==> src/rtl/div_unit.sv <==
// Iterative restoring divider for RV32M DIV/DIVU/REM/REMU in the execute stage.
// One quotient bit per cycle; divide-by-zero and signed overflow finish in one cycle.
module div_unit #(
    parameter int WIDTH = 32
) (
    input  logic             clk,
    input  logic             rst,
    input  logic             start_Q102H,
    input  logic [1:0]       op_Q102H,
    input  logic [WIDTH-1:0] dividend_Q102H,
    input  logic [WIDTH-1:0] divisor_Q102H,
    input  logic             flush_Q102H,
    output logic             stall_Q102H,
    output logic             done_Q102H,
    output logic [WIDTH-1:0] result_Q102H
);

    localparam int CW = $clog2(WIDTH + 1);

    typedef enum logic [1:0] {IDLE, RUN, DONE} state_t;

    state_t           state_reg, state_next;
    logic [WIDTH-1:0] rem_reg, rem_next;
    logic [WIDTH-1:0] quo_reg, quo_next;
    logic [WIDTH-1:0] dsr_reg, dsr_next;
    logic [WIDTH-1:0] result_reg, result_next;
    logic [CW-1:0]    cnt_reg, cnt_next;
    logic             is_rem_reg, is_rem_next;
    logic             neg_q_reg, neg_q_next;
    logic             neg_r_reg, neg_r_next;

    // Operand conditioning for the instruction being offered in IDLE
    logic             is_signed, a_neg, b_neg, div_zero, overflow;
    logic [WIDTH-1:0] abs_a, abs_b;

    assign is_signed = ~op_Q102H[0];
    assign a_neg     = is_signed & dividend_Q102H[WIDTH-1];
    assign b_neg     = is_signed & divisor_Q102H[WIDTH-1];
    assign abs_a     = a_neg ? -dividend_Q102H : dividend_Q102H;
    assign abs_b     = b_neg ? -divisor_Q102H : divisor_Q102H;
    assign div_zero  = (divisor_Q102H == '0);
    assign overflow  = is_signed && (dividend_Q102H == {1'b1, {(WIDTH-1){1'b0}}})
                       && (divisor_Q102H == '1);

    // One restoring step; the shifted remainder needs WIDTH+1 bits when the divisor is large
    logic [WIDTH:0]   rem_wide, trial;
    logic [WIDTH-1:0] step_rem, step_quo, fixed_q, fixed_r;

    assign rem_wide = {rem_reg, quo_reg[WIDTH-1]};
    assign trial    = rem_wide - {1'b0, dsr_reg};
    assign step_rem = trial[WIDTH] ? rem_wide[WIDTH-1:0] : trial[WIDTH-1:0];
    assign step_quo = {quo_reg[WIDTH-2:0], ~trial[WIDTH]};
    assign fixed_q  = neg_q_reg ? -step_quo : step_quo;
    assign fixed_r  = neg_r_reg ? -step_rem : step_rem;

    always_ff @(posedge clk) begin
        if (rst) begin
            state_reg  <= IDLE;
            rem_reg    <= '0;
            quo_reg    <= '0;
            dsr_reg    <= '0;
            result_reg <= '0;
            cnt_reg    <= '0;
            is_rem_reg <= 1'b0;
            neg_q_reg  <= 1'b0;
            neg_r_reg  <= 1'b0;
        end else begin
            state_reg  <= state_next;
            rem_reg    <= rem_next;
            quo_reg    <= quo_next;
            dsr_reg    <= dsr_next;
            result_reg <= result_next;
            cnt_reg    <= cnt_next;
            is_rem_reg <= is_rem_next;
            neg_q_reg  <= neg_q_next;
            neg_r_reg  <= neg_r_next;
        end
    end

    always_comb begin
        state_next  = state_reg;
        rem_next    = rem_reg;
        quo_next    = quo_reg;
        dsr_next    = dsr_reg;
        result_next = result_reg;
        cnt_next    = cnt_reg;
        is_rem_next = is_rem_reg;
        neg_q_next  = neg_q_reg;
        neg_r_next  = neg_r_reg;
        stall_Q102H = 1'b0;
        done_Q102H  = 1'b0;

        case (state_reg)
            IDLE: begin
                if (start_Q102H && !flush_Q102H) begin
                    stall_Q102H = 1'b1;
                    is_rem_next = op_Q102H[1];
                    neg_q_next  = a_neg ^ b_neg;
                    neg_r_next  = a_neg;
                    dsr_next    = abs_b;
                    if (div_zero) begin
                        result_next = op_Q102H[1] ? dividend_Q102H : '1;
                        state_next  = DONE;
                    end else if (overflow) begin
                        result_next = op_Q102H[1] ? '0 : dividend_Q102H;
                        state_next  = DONE;
                    end else begin
                        rem_next   = '0;
                        quo_next   = abs_a;
                        cnt_next   = CW'(WIDTH);
                        state_next = RUN;
                    end
                end
            end
            RUN: begin
                stall_Q102H = 1'b1;
                if (flush_Q102H) begin
                    state_next = IDLE;
                end else begin
                    rem_next = step_rem;
                    quo_next = step_quo;
                    cnt_next = cnt_reg - CW'(1);
                    if (cnt_reg == CW'(1)) begin
                        result_next = is_rem_reg ? fixed_r : fixed_q;
                        state_next  = DONE;
                    end
                end
            end
            DONE: begin
                // A killed instruction must not be seen as completing
                done_Q102H = ~flush_Q102H;
                state_next = IDLE;
            end
            default: state_next = IDLE;
        endcase
    end

    assign result_Q102H = result_reg;

endmodule

==> config.mk <==
export PLATFORM = sky130hd
export DESIGN_NAME = div_unit
export DESIGN_NICKNAME = d
export VERILOG_FILES = /design/src/rtl/div_unit.sv
export SDC_FILE = /design/constraint.sdc
export NUM_CORES = 1
export LEC_CHECK = 0
export ABC_CLOCK_PERIOD_IN_PS = 4400
export BUFFER_PORTS_ARGS = -buffer_cell sky130_fd_sc_hd__buf_2
export CORE_MARGIN = 2
export CORE_UTILIZATION = 50
export DETAILED_ROUTE_END_ITERATION = 8
export PLACE_DENSITY = 0.68
export SYNTH_ARGS = -nofsm -noshare
export SYNTH_HDL_FRONTEND = slang
export SYNTH_SLANG_ARGS = --single-unit
==> constraint.sdc <==
create_clock -name clk -period 4.4 [get_ports clk]
set_input_delay 0.88 -clock clk [delete_from_list [all_inputs] [get_ports clk]]
set_output_delay 0.88 -clock clk [all_outputs]
set_load 0.01 [all_outputs]
# Word level (Yosys, flattened, before mapping)
# Index checks and enable logic that the tools add are counted.
# totals
register_bits	139
inputBits	70
out_inout_bits	34
# op_classes
n_addsub	6
eq_ne	12
n_mux	38
bitwise	6
reduce_logical	11
# op_table
cell	count
$mux 32	21
$pmux 32 s2	3
$neg 32->32	4
$eq 32x32->1 const B	2
$sub 33x32->33	1
$logic_not 32->1	1
$mux 6	4
$pmux 6 s2	1
$mux 2	5
$ne 2x2->1 const B	5
$reduce_and 5->1	2
$eq 6x1->1 const B	1
$ne 3x3->1 const B	2
$sub 6x1->6 const B	1
$pmux 2 s2	1
$reduce_and 2->1	2
$logic_and 1x1->1	3
$not 1->1	3
$and 1x1->1	2
$eq 2x1->1 const B	1
$eq 2x2->1 const B	1
$logic_not 2->1	1
$mux 1	2
$pmux 1 s2	1
3 further kinds	3

# Longest topological paths before layout
# depth
word_depth	8
ltp_mapped	23
mapped_depth_nobuf	19

# Worst setup path before layout
# Ideal clock, no wire load.
# synth_timing
path_type	register -> register
startpoint	reg quo_reg[31]
endpoint	reg result_reg[30], in the netlist result_Q102H[30]
arrival_ns	4.610
t_required_ns	4.284
setup_slack_ns	-0.327
stages_incl_launch_ff	22
path_buffers	2
synth_period_minus_slack_ns	4.727
path_cell_list	dfxtp_1 inv_1 ha_1 inv_1 fa_1 a211oi_1 o211a_1 nor3_2 o211ai_1 nand4_1 nand2_1 clkbuf_1 clkbuf_1 nand2_1 o21ai_0 ha_1 inv_1 a21oi_1 nand4_1 or3_1 o31a_1 a41o_1
# synth_between
elab_chain_len	8
elab_cells_between_ends	11
classes_between	add/sub (3); mux (7); bitwise (1)
# synth_rtl
item	line	text
start: declaration	24	logic [WIDTH-1:0] quo_reg, quo_next;
start signal: assignment	70	quo_reg <= quo_next;
$sub 33x32->33	50	assign trial = rem_wide - {1'b0, dsr_reg};
$mux 32 / $not 1->1 (equally long branches)	51, 52	
$neg 32->32, on equally long branches	54, 53	
$mux 32, on equally long branches	54, 53	
$mux 32 *	124	result_next = is_rem_reg ? fixed_r : fixed_q;
$mux 32 *	123	if (cnt_reg == CW'(1)) begin
$mux 32 *	117	if (flush_Q102H) begin
$pmux 32 s2 *	93	case (state_reg)
end signal: assignment	72	result_reg <= result_next;
end: declaration	26	logic [WIDTH-1:0] result_reg, result_next;
# Every way passes the cells marked *; elsewhere a longest branch is shown, timed or not. The select of a mux whose other input is x is not followed.
# A chain may end at the register's enable or synchronous reset.

# Worst setup path in the final report
# layout_timing
startpoint	reg quo_reg[31]
endpoint	reg result_reg[29], in the netlist result_Q102H[29]
# The elaborated chain is that of the path after synthesis.

==> results.md <==
* Share of layout cells above drive strength 1 at 13.51%
* # diodes at 0
* Maximum VDD drop at 187.0 uV
* Max cap viols at 0
* Number of global-route vias before repair at 11369
* CTS tree: built
* # IOs at 104
* Clock root cell: clkbuf_16
* Nets@finish at 1829
* Post-layout minimum cycle time at 4243 ps
* Critical path's top delay family: compound AO/OA/AOI/OAI gates
* Worst clock skew at 14.28 ps
* Grt met2 use at 50.47%
* Mean post-synth cell area at 7.165 sq um
* Crit path kind: reg -> reg
* Crit Reg-Reg Endpoint: result_Q102H[29]
* Ys async rst share at 0%
* Hold-critical path depth at 2
* Cells after synthesis at 1640
* Wire per inst at 20.32 microns
* Initial core utilization at 50.51%
* Status: completed
* Total Wirelength at 41670 microns
* CTS Buf Count at 17
* Req. time, crit path at 4680 ps
* Routed Antenna Nets at 0
* Max incr delay on CP at 490 ps
* Clk sinks at 139
* Post-synth EDFFs at 0
* I/O Buffers at 103
* Drt via density at 6.263
* Synthesized Nets at 1750
* Met3 Resource Use GR at 4.873%
* Netlist cell types at 78
* Worst r2r path cells at 15
* Cell taking the most area after synthesis: dfxtp_1
* DP HPWL at 31650 microns
* Hold_ws at 451.3 ps
* Final Slew Violations at 0
* Yosys reg bits at 139
* Type of origin of the critical path: flop
* Die X at 157.3 microns
* DP Area at 12770 sq um
* Adder-cell share of the synthesized area at 6.368%
* Std cell rows at 56
* Core footprint at 23260 sq um
* Synthesis warning total at 0
* Commonest non-fill, non-tap cell in the layout: nor2_1
* Compound-Gate Fraction of Synth Area at 28.44%
* RSZ-0062 raised after global routing: no
* Final setup viols at 0
* Simple-gate area share of the yosys netlist at 24.73%
* Area delta synth->final at 14.31%
* Multiplexer share of the synthesized area at 2.300%
* GRT Total Usage at 33.11%
* Die footprint at 24740 sq um
* Power Dens Cells at 284.6 nW/um^2
* Initial antenna violation count at 0
* Hold Path Sink: result_Q102H[16]
* Clock slew at reported path FFs at 70 ps
* Post-cts hold buffer count at 0
* WP buf/inv at 2
* Final period utilization at 96.43%
* CP Cell Sequence: inv_1, ha_1, inv_1, fa_2, a211oi_4, o21ai_2, or4_1, a21oi_1, o211ai_1, or4_1, or3_1, a221o_1, o211a_1, o21ai_1, a311oi_2
* Vias at 12845
* Initial DRC Count at 1587
* Hold Crit Start: result_Q102H[16]
* Pleak at 5.350 nW
* Fin. Hold Viols at 0
* Class of the worst hold path: reg -> reg
* Total grt overflow at 0
* GRT busiest layer: met2
* Synth Flop Type: dfxtp_1
* Drt first pass iters at 6
* Crit-path slowest cell: or4_1
* H-Tree Depth at 4
* Gpl congestion at 0.9506
* Least-Margin Pin Slew at 876.5 ps
* Critical Path End Type: flop
* Setup TNS at 0 ps
* Largest net degree at the start of global routing at 87
* Yosys top cell area share at 23.68%
* Largest family of logic cells by synthesized area: compound AO/OA/AOI/OAI gates
* Xor/xnor share of the synthesized area at 9.019%
* Sequential share of the synthesized area at 23.68%
* F_max at 235.7 MHz
* Worst-Skew Late Latency at 430 ps
* DRC at 0
* Synth Cell Area at 11750 sq um
* Worst slew margin at 41.57%
* First-pass GRT wire length at 63430 microns
* Fin area at 13430 sq um
* Worst R2R Start: quo_reg[31]
* Die height at 157.3 microns
* Synth top area cells: dfxtp_1, nor2_1, a21oi_1
* WP data arrival at 4530 ps
* Most frequent cells in the layout: nor2_1, a21oi_1, dfxtp_1, nand2_1, buf_2
* CP max FO at 7
* CTS Buffer Depth at 2
* Reg2reg setup slack at 160 ps
* Grt met1 use at 48.43%
[worst register-to-register path: stages, from the launching register on]
cell	delay, ps
dfxtp_1	320
inv_1	80
ha_1	190
inv_1	70
fa_2	380
a211oi_4	300
o21ai_2	160
or4_1	420
a21oi_1	160
o211ai_1	170
or4_1	490
or3_1	400
a221o_1	440
o211a_1	250
o21ai_1	150
a311oi_2	110
[what timing repair did]
action	CTS	global route
endpoints found under the hold margin	0	0
resized for setup	0	10
buffers inserted	0	2
endpoints found under the setup margin	0	10
[cell families after synthesis]
family	after synthesis
compound gates	508
xor+xnor	121
fa+ha+maj	64
buf+inv	164
flops	139
mux	26
simple gates	618
[synth_stat cells (20+ instances only)]
cell	instances
o31ai_1	23
or3_1	25
a22oi_1	24
inv_1	54
dfxtp_1	139
nand4_1	20
ha_1	39
xor2_1	52
a21o_1	20
xnor2_1	69
a21oi_1	153
nor4_1	20
o21ai_0	76
maj3_1	24
nand2_1	133
clkbuf_1	84
nor2_1	262
nand3_1	29
nor3_1	34
a211oi_1	88
[cell type report]
class / instances / area, sq um
Inverter: 58 / 220.2
Clock inverter: 13 / 157.7
Fill cell: 2285 / 9831
Multi-Input combinational cell: 1337 / 8413
Tap cell: 319 / 399.1
Sequential cell: 139 / 2783
Clock buffer: 19 / 442.9
Timing Repair Buffer: 166 / 1016
[where the power goes]
group	internal (mW)	switching, mW	leakage [nW]
Clock	0.867	0.646	0.285
Sequential	1.31	0.0603	1.13
Combinational	0.344	0.600	3.93
Total	2.52	1.31	5.35
[stage by stage]
stage	util, %	total power, mW	std cells	worst slack [ps]
global placement	54.89	2.287	2017	244.8
CTS	57.47	3.805	2049	61.57
detailed placement	54.89	2.296	2017	93.09
finish	57.74	3.822	2051	157.0
floorplan	-	1.996	1640	24.49
global route	57.74	3.974	2051	5.332
[worst max-delay path by stage]
stage,startpoint,endpoint,cells past startpoint
final,quo_reg[31],result_Q102H[29],15
after global routing,dsr_reg[23],result_Q102H[30],16
after CTS,dsr_reg[1],result_Q102H[23],14
after detailed placement,dsr_reg[1],result_Q102H[23],14
after global placement,quo_reg[31],result_Q102H[29],15
after floorplan,quo_reg[31],result_Q102H[28],22
[layer usage]
layer | vias to the layer above | wire length [microns]
met2 | 573 | 18330
li1 | 6167 | -
met5 | - | 0
met4 | 0 | 970
met1 | 6037 | 18660
met3 | 68 | 3708
Note: power is estimated with default switching activity, not from simulation.
